File: src/rtl/stream_arb_if.sv
// Handshake bundle between the stream slaves, the per-master arbiter and the crossbar commutator.
// The arbiter connects to the master modport; the modport named slave mirrors it.
interface stream_arb_if #(
  parameter int S_DATA_COUNT = 2,
  parameter int M_DATA_COUNT = 3,
  parameter int T_DEST_WIDTH = (M_DATA_COUNT > 1) ? $clog2(M_DATA_COUNT) : 1
);
  logic [S_DATA_COUNT-1:0][T_DEST_WIDTH-1:0] s_dest_i;
  logic [S_DATA_COUNT-1:0]                   s_valid_i;
  logic [S_DATA_COUNT-1:0]                   s_last_i;
  logic [M_DATA_COUNT-1:0]                   m_ready_i;
  logic [M_DATA_COUNT-1:0][S_DATA_COUNT-1:0] req_o;
  logic [S_DATA_COUNT-1:0]                   s_ready_o;

  modport master (
    input  s_dest_i,
    input  s_valid_i,
    input  s_last_i,
    input  m_ready_i,
    output req_o,
    output s_ready_o
  );

  modport slave (
    output s_dest_i,
    output s_valid_i,
    output s_last_i,
    output m_ready_i,
    input  req_o,
    input  s_ready_o
  );
endinterface

File: src/rtl/stream_arb.sv
// Per-master round-robin packet arbiter: holds a one-hot slave grant per master until the last beat.
// Optional feature macro STREAM_ARB_DROP_INVALID_EN: sink packets whose destination is out of range.
module stream_arb #(
  parameter int S_DATA_COUNT = 2,
  parameter int M_DATA_COUNT = 3,
  parameter int T_DEST_WIDTH = (M_DATA_COUNT > 1) ? $clog2(M_DATA_COUNT) : 1
) (
  input  logic         clk_i,
  input  logic         rst_i,
  stream_arb_if.master bus
);
  localparam int S  = S_DATA_COUNT;
  localparam int M  = M_DATA_COUNT;
  localparam int PW = (S > 1) ? $clog2(S) : 1;

  typedef enum logic {IDLE = 1'b0, BUSY = 1'b1} state_e;

  state_e              state_q [M];
  state_e              state_d [M];
  logic [M-1:0][S-1:0] grant_q;
  logic [M-1:0][S-1:0] grant_d;
  logic [M-1:0][PW-1:0] ptr_q;
  logic [M-1:0][PW-1:0] ptr_d;
  logic [S-1:0]        drop_q;
  logic [S-1:0]        drop_d;
  logic [S-1:0]        owned;
  logic [S-1:0]        taken;
  int                  rr_idx;
  logic [M-1:0][S-1:0] req;
  logic [S-1:0]        s_ready;

  function automatic logic [PW-1:0] ptr_after(input logic [S-1:0] onehot);
    int nxt;
    nxt = 0;
    for (int i = 0; i < S; i++) begin
      if (onehot[i]) begin
        nxt = (i + 1 == S) ? 0 : i + 1;
      end else begin
        nxt = nxt;
      end
    end
    return PW'(nxt);
  endfunction

  // State, grant, pointer and drop registers
  always_ff @(posedge clk_i or posedge rst_i) begin
    if (rst_i) begin
      for (int j = 0; j < M; j++) begin
        state_q[j] <= IDLE;
      end
      grant_q <= '0;
      ptr_q   <= '0;
      drop_q  <= '0;
    end else begin
      for (int j = 0; j < M; j++) begin
        state_q[j] <= state_d[j];
      end
      grant_q <= grant_d;
      ptr_q   <= ptr_d;
      drop_q  <= drop_d;
    end
  end

  // A slave already held by any master (or being sunk) is not a candidate anywhere
  always_comb begin
    owned = drop_q;
    for (int j = 0; j < M; j++) begin
      owned = owned | grant_q[j];
    end
  end

  // Per-master next state; 'taken' lets the lowest master index win a contested slave
  always_comb begin
    taken  = owned;
    rr_idx = 0;
    for (int j = 0; j < M; j++) begin
      state_d[j] = state_q[j];
      grant_d[j] = grant_q[j];
      ptr_d[j]   = ptr_q[j];
      case (state_q[j])
        IDLE: begin
          for (int k = 0; k < S; k++) begin
            rr_idx = int'(ptr_q[j]) + k;
            rr_idx = (rr_idx >= S) ? rr_idx - S : rr_idx;
            if (state_d[j] == IDLE && bus.s_valid_i[rr_idx] && !taken[rr_idx] &&
                bus.s_dest_i[rr_idx] == T_DEST_WIDTH'(j)) begin
              state_d[j]         = BUSY;
              grant_d[j]         = '0;
              grant_d[j][rr_idx] = 1'b1;
              taken[rr_idx]      = 1'b1;
            end else begin
              taken = taken;
            end
          end
        end
        BUSY: begin
          if (bus.m_ready_i[j] && |(grant_q[j] & bus.s_valid_i & bus.s_last_i)) begin
            state_d[j] = IDLE;
            grant_d[j] = '0;
            ptr_d[j]   = ptr_after(grant_q[j]);
          end else begin
            state_d[j] = BUSY;
          end
        end
        default: begin
          state_d[j] = IDLE;
          grant_d[j] = '0;
        end
      endcase
    end
  end

  // Drop state: out-of-range packets are sunk until their last beat
  always_comb begin
    drop_d = '0;
    for (int i = 0; i < S; i++) begin
`ifdef STREAM_ARB_DROP_INVALID_EN
      if (drop_q[i]) begin
        drop_d[i] = !(bus.s_valid_i[i] && bus.s_last_i[i]);
      end else begin
        drop_d[i] = !owned[i] && bus.s_valid_i[i] &&
                    (32'(bus.s_dest_i[i]) >= 32'(M_DATA_COUNT));
      end
`else
      drop_d[i] = 1'b0;
`endif
    end
  end

  // Outputs depend on registered grant plus m_ready; s_dest never reaches them directly
  always_comb begin
    req     = '0;
    s_ready = drop_q;
    for (int j = 0; j < M; j++) begin
      if (state_q[j] == BUSY) begin
        req[j]  = grant_q[j];
        s_ready = s_ready | (grant_q[j] & {S{bus.m_ready_i[j]}});
      end else begin
        req[j]  = '0;
      end
    end
  end

  assign bus.req_o     = req;
  assign bus.s_ready_o = s_ready;
endmodule

File: src/flat_wrapper.sv
// flat-port wrapper written by rule: the top's interface ports become plain ports
module stream_arb_flat 
#(
  parameter int S_DATA_COUNT = 2,
  parameter int M_DATA_COUNT = 3,
  parameter int T_DEST_WIDTH = (M_DATA_COUNT > 1) ? $clog2(M_DATA_COUNT) : 1
)
  (clk_i, rst_i, bus_s_dest_i, bus_s_valid_i, bus_s_last_i, bus_m_ready_i, bus_req_o, bus_s_ready_o);
  stream_arb_if #(.S_DATA_COUNT(S_DATA_COUNT), .M_DATA_COUNT(M_DATA_COUNT), .T_DEST_WIDTH(T_DEST_WIDTH)) bus_i ();
  input  logic clk_i;
  input  logic rst_i;
  input wire logic [$bits(bus_i.s_dest_i)-1:0] bus_s_dest_i;
  input wire logic [$bits(bus_i.s_valid_i)-1:0] bus_s_valid_i;
  input wire logic [$bits(bus_i.s_last_i)-1:0] bus_s_last_i;
  input wire logic [$bits(bus_i.m_ready_i)-1:0] bus_m_ready_i;
  output wire logic [$bits(bus_i.req_o)-1:0] bus_req_o;
  output wire logic [$bits(bus_i.s_ready_o)-1:0] bus_s_ready_o;
  assign bus_i.s_dest_i = bus_s_dest_i;
  assign bus_i.s_valid_i = bus_s_valid_i;
  assign bus_i.s_last_i = bus_s_last_i;
  assign bus_i.m_ready_i = bus_m_ready_i;
  assign bus_req_o = bus_i.req_o;
  assign bus_s_ready_o = bus_i.s_ready_o;
  stream_arb #(.S_DATA_COUNT(S_DATA_COUNT), .M_DATA_COUNT(M_DATA_COUNT), .T_DEST_WIDTH(T_DEST_WIDTH)) u_core (.clk_i(clk_i), .rst_i(rst_i), .bus(bus_i));
endmodule
File: config.mk
export PLATFORM = sky130hd
export DESIGN_NAME = stream_arb_flat
export DESIGN_NICKNAME = d
export VERILOG_FILES = /design/src/rtl/stream_arb_if.sv /design/src/rtl/stream_arb.sv /design/src/flat_wrapper.sv
export SDC_FILE = /design/constraint.sdc
export NUM_CORES = 1
export LEC_CHECK = 0
export ABC_AREA = 1
export CORE_MARGIN = 3
export CORE_UTILIZATION = 48
export CTS_BUF_LIST = sky130_fd_sc_hd__clkbuf_8
export CTS_CLUSTER_DIAMETER = 120
export DETAILED_ROUTE_END_ITERATION = 8
export GPL_ROUTABILITY_DRIVEN = 0
export HOLD_SLACK_MARGIN = 0.06
export PLACE_DENSITY = 0.78
export SLEW_MARGIN = 20
export SYNTH_ARGS = -nofsm -noshare
export SYNTH_HDL_FRONTEND = slang
export SYNTH_SLANG_ARGS = --single-unit
File: constraint.sdc
create_clock -name clk_i -period 2 [get_ports clk_i]
set_input_delay 0.6 -clock clk_i [delete_from_list [all_inputs] [get_ports clk_i]]
set_output_delay 0.6 -clock clk_i [all_outputs]
set_load 0.1 [all_outputs]
==> impl_metrics.csv, run 1 <==
group,metric,value,unit
logic_synthesis,ys_seq_area_share,28.57,%
cts,ctsLongestPathBuffers,2,
sta,grt-worst-endpoint,"u_core.grant_q[5]$_DFFE_PP0P_/D",
logic_synthesis,synth_ff_type,"dfrtp_1",
floorplan,initial_core_util,51.98,%
cts,cts.sinks,12,
floorplan,num_io_pins,21,
run_status,failing_step,"global routing",
floorplan,die_w,52.80,um
logic_synthesis,syn_avg_cell_area,6.331,um^2
place,place_hpwl,2944,um
floorplan,core.rowCount,16,
logic_synthesis,syn_inst,166,
floorplan,die_h,52.80,um
logic_synthesis,ys_types,24,
run_status,tool.error,"[ERROR DPL-0038] Utilization greater than 100%, impossible to legalize",
logic_synthesis,ys_warn_count,0,
logic_synthesis,synth-edff-count,0,
logic_synthesis,synthArstFlopShare,100.0,%
logic_synthesis,ys_ff_latch,12,
cts,numCtsBuffers,3,
place,portBuffers,20,
global_routing,grt_start_max_net_pins,13,
run_status,status,"stopped before the end",
sta,worstEpCategory,"sequential cell input",
logic_synthesis,syn-num-nets,179,
logic_synthesis,syn_area,1051,um^2
cts,cts-htree-levels,1,
cts,cts_root_buffer,"clkbuf_8",
-- stage by stage --
stage	cell area, um^2	std cells	utilization [%]	worst slack [ns]
4_1_cts	1837	259	90.84	-0.2506
3_5_place_dp	1712	249	84.65	-0.9375
3_3_place_gp	1712	249	84.65	-0.7867
2_1_floorplan	1131	166	-	-0.05167
-- cell families after synthesis --
kind of cell | Yosys count | share of synthesized area [%]
simple gates | 100 | 46.07
buf+inv | 31 | 11.79
compound gates | 23 | 13.57
flops | 12 | 28.57
-- Yosys cell counts (all sizes together), types with 2 or more instances --
cell | count | share of area (%)
a31oi | 2 | 1.2
nor3 | 4 | 2.9
nand2 | 56 | 22
nand3 | 20 | 12
nor2 | 15 | 5.4
nand4 | 4 | 3.0
dfrtp | 12 | 29
a21oi | 6 | 3.6
inv | 28 | 10
o21ai | 9 | 4.3
clkinv | 2 | 0.71
o32ai | 3 | 2.5
-- repair_timing --
item	CTS
setup buffers	6
setup endpoints to repair	9
gates resized for setup	38
hold buffers	0
pin swaps	18
==> run 2, diff against run 1 <==
--- a/config.mk
+++ b/config.mk
@@ -6,14 +6,11 @@
 export NUM_CORES = 1
 export LEC_CHECK = 0
 export ABC_AREA = 1
-export CORE_MARGIN = 3
-export CORE_UTILIZATION = 48
-export CTS_BUF_LIST = sky130_fd_sc_hd__clkbuf_8
-export CTS_CLUSTER_DIAMETER = 120
+export CORE_AREA = 3 3 64 66
 export DETAILED_ROUTE_END_ITERATION = 8
+export DIE_AREA = 0 0 67 69
 export GPL_ROUTABILITY_DRIVEN = 0
-export HOLD_SLACK_MARGIN = 0.06
-export PLACE_DENSITY = 0.78
+export PLACE_DENSITY_LB_ADDON = 0.15
 export SLEW_MARGIN = 20
 export SYNTH_ARGS = -nofsm -noshare
 export SYNTH_HDL_FRONTEND = slang
==> constraint.sdc (replaced) <==
create_clock -name clk_i -period 2.6 [get_ports clk_i]
set_input_delay 0.78 -clock clk_i [delete_from_list [all_inputs] [get_ports clk_i]]
set_output_delay 0.78 -clock clk_i [all_outputs]
set_load 0.1 [all_outputs]
==> run 2 against run 1 <==
The run now ends clean. Synthesized cell count is the same. Area after synthesis unchanged.
==> impl_metrics.csv, run 2 <==
group,metric,value,unit
run_status,status,"completed",
layout,fillers,391,
sta,rsz0062_at_grt,"no",
critical_path,critPathCaptureType,"output pin",
global_routing,grt_overflow,0,
place,dp_slack,-0.3890,ns
critical_path,criticalPathCategory,"input pin to output pin",
global_routing,first_global_vias,1152,
routing,vias,1193,
sta,fmax,400.1,MHz
logic_synthesis,syn_inst,166,
layout,largest_reg_flops,6,
power,ir_drop,729.9,uV
place,portBuffers,20,
global_routing,grtUsageTotal,14.19,%
sta,tightest_slew,0.4952,ns
logic_synthesis,synth_common_cells,"nand2_1, inv_1, nand3_1, nor2_1, dfrtp_1",
sta,final_hold_viol_count,0,
cts,cts-htree-levels,1,
sta,fin_skew,0.003237,ns
routing,drcViolationCount,0,
routing,ant_nets,0,
sta,timing.final.ws_setup,0.1006,ns
layout,final_cell_mix,"nand2_1, buf_4, inv_1, nand2_2",
place,place_hpwl,2442,um
cts,numCtsBuffers,3,
logic_synthesis,syn-num-nets,179,
cts,cts.sinks,12,
logic_synthesis,yosysTopAreaCell,"dfrtp_1",
logic_synthesis,synth_ff_type,"dfrtp_1",
logic_synthesis,syn_area,1051,um^2
cts,cts_root_buffer,"clkbuf_8",
layout,final_common_cell,"nand2_1",
routing,wl_per_cell,12.06,um
global_routing,grt_start_max_net_pins,13,
routing,routed_wl,3076,um
logic_synthesis,synth-edff-count,0,
power,p_leak,0.7870,nW
floorplan,num_io_pins,21,
min_path,min_path_type,"flip-flop to flip-flop",
critical_path,cp-start-kind,"input pin",
cts,tritoncts,"done",
sta,final.period_utilization,96.13,%
global_routing,busiest_layer,"met2",
floorplan,core_area,3633,um^2
logic_synthesis,synth_top_cell_area_share,28.57,%
layout,areaGrowthSynthToFinish,47.98,%
layout,layout-drive-gt1-share,36.71,%
global_routing,met2_usage,23.47,%
sta,slew_headroom,66.95,%
sta,post-route-min-period,2.499,ns
global_routing,grt_use_met1,18.05,%
layout,largest_registers,"u_core.grant_q: 6 flops, u_core.ptr_q: 3 flops, u_core.state_q: 3 flops",
floorplan,core.rowCount,22,
sta,maxSlewViolCount,0,
logic_synthesis,yosysMostFrequentCell,"nand2_1",
sta,setup_viol,0,
floorplan,die_w,67,um
layout,utilization,42.80,%
routing,first_pass_iters,4,
logic_synthesis,syn_avg_cell_area,6.331,um^2
logic_synthesis,ys_warn_count,0,
power,powerDensity,1286,nW/um^2
layout,nets,222,
floorplan,die_h,69,um
logic_synthesis,synthArstFlopShare,100.0,%
critical_path,crit_path_max_fanout,3,
layout,max_flop_register,"u_core.grant_q",
floorplan,initial_core_util,28.93,%
routing,vias_per_cell,4.678,
routing,drtIter0Drc,83,
flow_run,drv_cap,0,
layout,diodes,0,
cts,path_clk_slew,0.05,ns
logic_synthesis,ys_seq_area_share,28.57,%
critical_path,cp.arrival,1.72,ns
floorplan,die_area,4623,um^2
cts,insertion_delay,0.24,ns
critical_path,crit_required,1.82,ns
logic_synthesis,ys_ff_latch,12,
logic_synthesis,ys_types,24,
global_routing,met3_usage,4.235,%
global_routing,antenna_found_initial,0,
global_routing,grt_pass1_wl,5140,um
logic_synthesis,ys_top_cells_by_area,"dfrtp_1, nand2_1, inv_1, nand3_1, nand2_2",
cts,ctsLongestPathBuffers,2,
## run 2: cell counts after synthesis
No cell type changed its count.
## run 2: layer usage
layer  share of wire (%)  vias up
met5                   0        -
met4                 1.5        0
met3                 4.4        6
met2                  49       25
met1                  45      540
li1                    -      622
## run 2: where the power goes
part | switching, W | internal, W
logic | 0.000955 | 0.000441
registers | 0.000163 | 0.000276
clock network | 0.0000638 | 0.000102
total | 0.00118 | 0.000819
## run 2: cell families after synthesis
logic type | Yosys count | share of synthesized area (%)
simple gates | 100 | 46.07
flops | 12 | 28.57
compound gates | 23 | 13.57
buf+inv | 31 | 11.79
## run 2: layout make-up
class	count	area (um^2)	share of cell area (%)
multi-input combinational	123	723.2	46.50
timing repair buffer	39	317.8	20.43
sequential	12	300.3	19.31
inverter	30	112.6	7.241
tap	48	60.06	3.862
clock buffer	3	41.29	2.655
## run 2: critical path, cell delays in order
cell	delay (ns)
clkdlybuf4s50_1	0.51
nand2_1	0.13
nand3_2	0.12
buf_12	0.17
## run 2: through the flow
stage	power [W]	hold slack (ns)	cell area [um^2]	setup TNS [ns]	instances
final	0.002000	0.5630	1555	0	255
after global routing	0.002166	0.6168	1555	0	255
after CTS	0.001918	0.5780	1494	0	251
after detailed placement	0.001718	0.5684	1420	-1.262	247
after global placement	0.001707	0.5732	1420	-1.201	247
after floorplan	0.001369	0.5092	1061	-0.07522	166
## run 2: path summary, 6_finish.rpt
path	start	end	slack [ns]	cells after the start
max	bus_m_ready_i[1]	bus_s_ready_o[0]	0.10	4
min	u_core.grant_q[3]	u_core.ptr_q[1]	0.56	1
max in group asynchronous	rst_i	u_core.ptr_q[1]	1.40	2
min in group asynchronous	rst_i	u_core.grant_q[5]	0.86	2
max reg2reg	u_core.grant_q[0]	u_core.grant_q[5]	0.24	18
min reg2reg	u_core.grant_q[3]	u_core.ptr_q[1]	0.56	1
## run 2: timing repair
action                                  CTS  global route
endpoints found under the setup margin    2             2
gates resized for setup                  14            24
setup buffers                             1             4
hold buffers                              0             0
pin swaps                                 4            16
endpoints found under the hold margin     0             0
Note: power is estimated with default switching activity, not from simulation.
